--- config.mk ---
export PLATFORM = sky130hd
export DESIGN_NAME = uart_rx
export DESIGN_NICKNAME = d
export VERILOG_FILES = /design/src/rtl/uart_rx.sv
export SDC_FILE = /design/constraint.sdc
export NUM_CORES = 1
export LEC_CHECK = 0
export ABC_AREA = 1
export BUFFER_PORTS_ARGS = -buffer_cell sky130_fd_sc_hd__buf_2
export CORE_UTILIZATION = 25
export DETAILED_ROUTE_END_ITERATION = 10
export HOLD_SLACK_MARGIN = 0.06
export SLEW_MARGIN = 20
export SYNTH_ARGS = -nofsm -noshare
export SYNTH_HDL_FRONTEND = slang
export SYNTH_SLANG_ARGS = --single-unit
--- constraint.sdc ---
create_clock -name clk -period 1.58 [get_ports clk]
set_clock_uncertainty 0.05 [all_clocks]
set_input_delay 0.316 -clock clk [delete_from_list [all_inputs] [get_ports clk]]
set_output_delay 0.316 -clock clk [all_outputs]
set_load 0.005 [all_outputs]
--- src/rtl/uart_rx.sv ---
// uart_rx: oversampling UART receiver (1 start bit, LEN_DATA data bits LSB
// first, 1 stop bit, no parity). The serial line is synchronised through two
// flops and a single FSM samples it on s_tick strobes at mid-bit positions.
// LEN_DATA is expected to be at least 2 (the shift register slices bit 1 up).
module uart_rx #(
    parameter int LEN_DATA       = 8,
    parameter int NUM_TICKS      = 16,
    parameter int NUM_STOP_TICKS = 16
) (
    input  logic                clk,
    input  logic                reset,
    input  logic                rx,
    input  logic                s_tick,
    output logic                rx_done_tick,
    output logic [LEN_DATA-1:0] data_out,
    output logic                frame_error
);

    // The tick counter must hold the largest terminal count of any state.
    localparam int TMAX = (NUM_TICKS > NUM_STOP_TICKS) ? NUM_TICKS : NUM_STOP_TICKS;
    localparam int TW   = (TMAX > 1) ? $clog2(TMAX) : 1;
    localparam int BW   = (LEN_DATA > 1) ? $clog2(LEN_DATA) : 1;

    localparam logic [TW-1:0] HALF_LAST = TW'(NUM_TICKS / 2 - 1);
    localparam logic [TW-1:0] BIT_LAST  = TW'(NUM_TICKS - 1);
    localparam logic [TW-1:0] STOP_LAST = TW'(NUM_STOP_TICKS - 1);
    localparam logic [BW-1:0] DATA_LAST = BW'(LEN_DATA - 1);

    typedef enum logic [1:0] {
        IDLE,
        START,
        DATA,
        STOP
    } state_t;

    localparam int SYNC_STAGES = 2;

    logic [SYNC_STAGES-1:0] sync_q;
    logic                   rx_sync;

    state_t                 state_q;
    logic [TW-1:0]          tick_q;
    logic [TW-1:0]          tick_d;
    logic [BW-1:0]          bit_q;
    logic [BW-1:0]          bit_d;
    logic [LEN_DATA-1:0]    shift_q;
    logic [LEN_DATA-1:0]    shift_d;
    logic [LEN_DATA-1:0]    data_q;
    logic                   done_q;
    logic                   ferr_q;

    // Two-flop synchroniser chain; both stages idle high so reset never
    // looks like a start bit.
    genvar gi;
    generate
        for (gi = 0; gi < SYNC_STAGES; gi++) begin : g_sync
            if (gi == 0) begin : g_first
                // First stage captures the asynchronous line.
                always_ff @(posedge clk) begin
                    if (reset) sync_q[gi] <= 1'b1;
                    else       sync_q[gi] <= rx;
                end
            end else begin : g_rest
                // Later stages resolve metastability of the previous stage.
                always_ff @(posedge clk) begin
                    if (reset) sync_q[gi] <= 1'b1;
                    else       sync_q[gi] <= sync_q[gi-1];
                end
            end
        end
    endgenerate

    assign rx_sync = sync_q[SYNC_STAGES-1];

    // Next values of the datapath registers, used only when the FSM
    // decides to advance them.
    always_comb begin
        tick_d  = tick_q + 1'b1;
        bit_d   = bit_q + 1'b1;
        shift_d = {rx_sync, shift_q[LEN_DATA-1:1]};
    end

    // Receive FSM with registered pulse outputs; the pulses default low so
    // each one lasts exactly one clock.
    always_ff @(posedge clk) begin
        if (reset) begin
            state_q <= IDLE;
            tick_q  <= '0;
            bit_q   <= '0;
            shift_q <= '0;
            data_q  <= '0;
            done_q  <= 1'b0;
            ferr_q  <= 1'b0;
        end else begin
            done_q <= 1'b0;
            ferr_q <= 1'b0;
            case (state_q)
                IDLE: begin
                    // Falling edge is taken on any clock, not just on ticks.
                    if (!rx_sync) begin
                        state_q <= START;
                        tick_q  <= '0;
                    end
                end
                START: begin
                    if (s_tick) begin
                        if (tick_q == HALF_LAST) begin
                            // Mid start bit: still low means a real frame.
                            if (!rx_sync) begin
                                state_q <= DATA;
                                tick_q  <= '0;
                                bit_q   <= '0;
                            end else begin
                                state_q <= IDLE;
                            end
                        end else begin
                            tick_q <= tick_d;
                        end
                    end
                end
                DATA: begin
                    if (s_tick) begin
                        if (tick_q == BIT_LAST) begin
                            shift_q <= shift_d;
                            tick_q  <= '0;
                            bit_q   <= bit_d;
                            if (bit_q == DATA_LAST) begin
                                state_q <= STOP;
                            end
                        end else begin
                            tick_q <= tick_d;
                        end
                    end
                end
                STOP: begin
                    if (s_tick) begin
                        if (tick_q == STOP_LAST) begin
                            if (rx_sync) begin
                                data_q <= shift_q;
                                done_q <= 1'b1;
                            end else begin
                                ferr_q <= 1'b1;
                            end
                            state_q <= IDLE;
                        end else begin
                            tick_q <= tick_d;
                        end
                    end
                end
                default: begin
                    state_q <= IDLE;
                end
            endcase
        end
    end

    assign rx_done_tick = done_q;
    assign frame_error  = ferr_q;
    assign data_out     = data_q;

endmodule
==> impl_metrics.ini <==
[die]
pin_count = 14
die_w_um = 72.04
fp.coreArea_sq_um = 4723
initial_core_util = 0.2596
dieHeight_um = 72.04
die_area_sq_um = 5189
rows = 25

[routing]
drt_iter0_drc = 149
viasPerCell = 4.332
routedLengthMet1_mm = 1.225
top_layer_used = met4
via_count = 1122
wirelength_mm = 2.635
met2_length_mm = 1.224
ant_nets = 0
firstDrtPassIters = 4
avgRoutedWirePerCell_um = 10.17
drcViolationCount = 0
wl_met3_um = 154

[clock_network]
cts_sinks = 29
clock_insertion_delay_worst_skew_ps = 280
cts_tree = yes
cts_buffers = 5
clock_path_buffers = 2
clkTransAtPathRegs_ps = 70
h-tree-depth = 2
root_buffer = clkbuf_8

[worst_setup_path]
critPathMaxStageDelay_ps = 370
crit_fanout = 8
critPathRequiredTime_ps = 1750
ff2ff_setup_slack_ps = 90
path_buf_inv = 2
reg2reg_from = tick_q[1]
worst-setup-path-type = reg2reg
crit_chain = ha_4 > nand2_1 > nor2_1 > nand2_2 > nor3_4 > inv_2 > buf_4 > nor2_1
critical_path.top_delay_family = simple AND/OR/NAND/NOR gates
critPathArrivalTime_ps = 1660
crit_path_frequent_cell = nor2_1
end_kind = register
worst_setup_path_start_kind = register
reg2reg_depth = 8
cp_slowest_cell = dfxtp_4
r2r-end = rx_done_tick

[yosys]
ys_seq_area_frac = 0.4735
synth.distinct_cells = 20
yosys_warnings = 0
synth_top_area_share = 0.4735
ys_async_sr_fraction = 0
yosysTopAreaCell = dfxtp_1
synthCells = 163
synth.area.top_cells = dfxtp_1 (47%), nor2_1 (11%), nand2_1 (8.3%)
synth_area_per_cell_sq_um = 7.523
synth.most_common_cell = nor2_1
ys_top_cells_by_count = nor2_1 (35), dfxtp_1 (29), nand2_1 (27)
netlist_area_sq_um = 1226
synth_ff_type = dfxtp_1
synth_edf_count = 0
synth_nets = 170
synth_seq_cells = 29

[power]
power_uw = 1741
power.share.sequential = 0.444
swShare = 0.2403
power.density_nw_per_um2 = 1093
p_switching_uw = 418.2
pwr-share-comb = 0.090
intPower_uw = 1322
vdd.ir_drop.worst_mv = 0.5450
power_leakage_uw = 0.0007425
clkPwrFrac = 0.466

[grt]
overflow = 0
grt_max_degree = 20
grt_first_pass_wirelength_mm = 4.533
grt_pass1_vias = 1017
grt.total_usage = 0.1132
antenna_found_initial = 0

[layout]
syn2layout_area_growth_pct = 29.90
final_layout_size_suffix_gt1_frac = 0.2552
post-route-util = 0.3372
diodes = 0
fin_nets = 198

[timing]
setup_ws_ps = 91.43
timing.fmax_mhz = 671.8
period_minus_slack_ps = 1489
fin_tns_setup_ps = 0
fin_crit_sh = 0.9421
slew_viol_final = 0
rsz0062_at_grt = true
finalHoldViolCount = 0
slew_headroom = 0.8018
setup_viol = 0
worst_pin_slew_ps = 294.6
whs_ps = 166.0

[worst_hold_path]
whs_path_depth = 2
min_to = sync_q[0]
hold_class = in2reg
min_from = rx

[outcome]
outcome = completed

[flow_run]
drv_cap = 0

[placed_design]
hpwl_mm = 1.864
pre_cts_ws_ps = 36.31
place.port_buffers = 13
place.gp.congestion = 0.8633
layout make-up:
cell class / instances / area [sq um]
fillers: 491 / 3131
flip-flops and latches: 29 / 588.1
multi-input cells: 115 / 585.6
repair buffers: 25 / 158.9
well taps: 67 / 83.83
clock buffers: 6 / 82.58
inverters: 15 / 56.30
clock inverters: 2 / 37.54
power groups by stage:
stage	combinational, uW	clock, uW	sequential, uW
final	157	812	772
after global routing	178	870	775
after CTS	146	828	766
after floorplan	118	0	771
after detailed placement	144	0	783
after global placement	144	0	782
layout by cell type (no fill, tap or decap), drive strengths merged:
master and n:
a21oi 12, buf 25, bufinv 1, clkbuf 6
clkinvlp 1, dfxtp 29, ha 3, inv 15
nand2 28, nand3 8, nand3b 3, nor2 36
nor3 2, nor4 1, o21ai 18, o21bai 1
or2 2, xor2 1
state kept, by name (all words and copies together), names as in the netlist, named ones only:
signal,cells
shift_q,8
rx_sync,1
tick_q,4
bit_q,3
rx_done_tick,1
frame_error,1
data_out,8
sync_q,1
state_q,1
timing repair:
action	CTS	global route
buffers inserted	0	4
hold buffers	0	0
endpoints found under the setup margin	0	24
endpoints found under the hold margin	0	0
gates resized for setup	0	13
metal layers:
metal	track usage	vias up
li1	-	579
met1	0.1336	505
met2	0.1876	34
met3	0.03889	4
met4	0.04793	0
met5	0	-
metrics by stage:
| step | instance area, sq um | instances |
|---|---|---|
| after floorplan | 1226 | 163 |
| after global placement | 1409 | 247 |
| after detailed placement | 1409 | 247 |
| after CTS | 1529 | 255 |
| after global routing | 1593 | 259 |
| final | 1593 | 259 |
worst max-delay path by stage:
stage                    from           end  slack (ps)  cells past startpoint
floorplan           tick_q[0]   data_out[0]         130                      8
global placement    tick_q[1]      bit_q[0]          80                      8
detailed placement  tick_q[1]      bit_q[0]          40                      8
CTS                 tick_q[1]      bit_q[0]          20                      8
global route        tick_q[1]   data_out[1]         -20                      8
finish              tick_q[1]  rx_done_tick          90                      8
logic make-up (layout without fill, tap and decap cells):
logic type | Yosys count | count (layout) | share of synthesized area
DFF | 29 | 29 | 0.4735
adders and majority gates | 3 | 3 | 0.03062
AOI/OAI and AO/OA | 31 | 31 | 0.1286
xor gates and xnor gates | 1 | 1 | 0.007144
buffers and inverters | 19 | 48 | 0.06736
and+or+nand+nor | 80 | 80 | 0.2929
(Power assumes the default switching activity.)
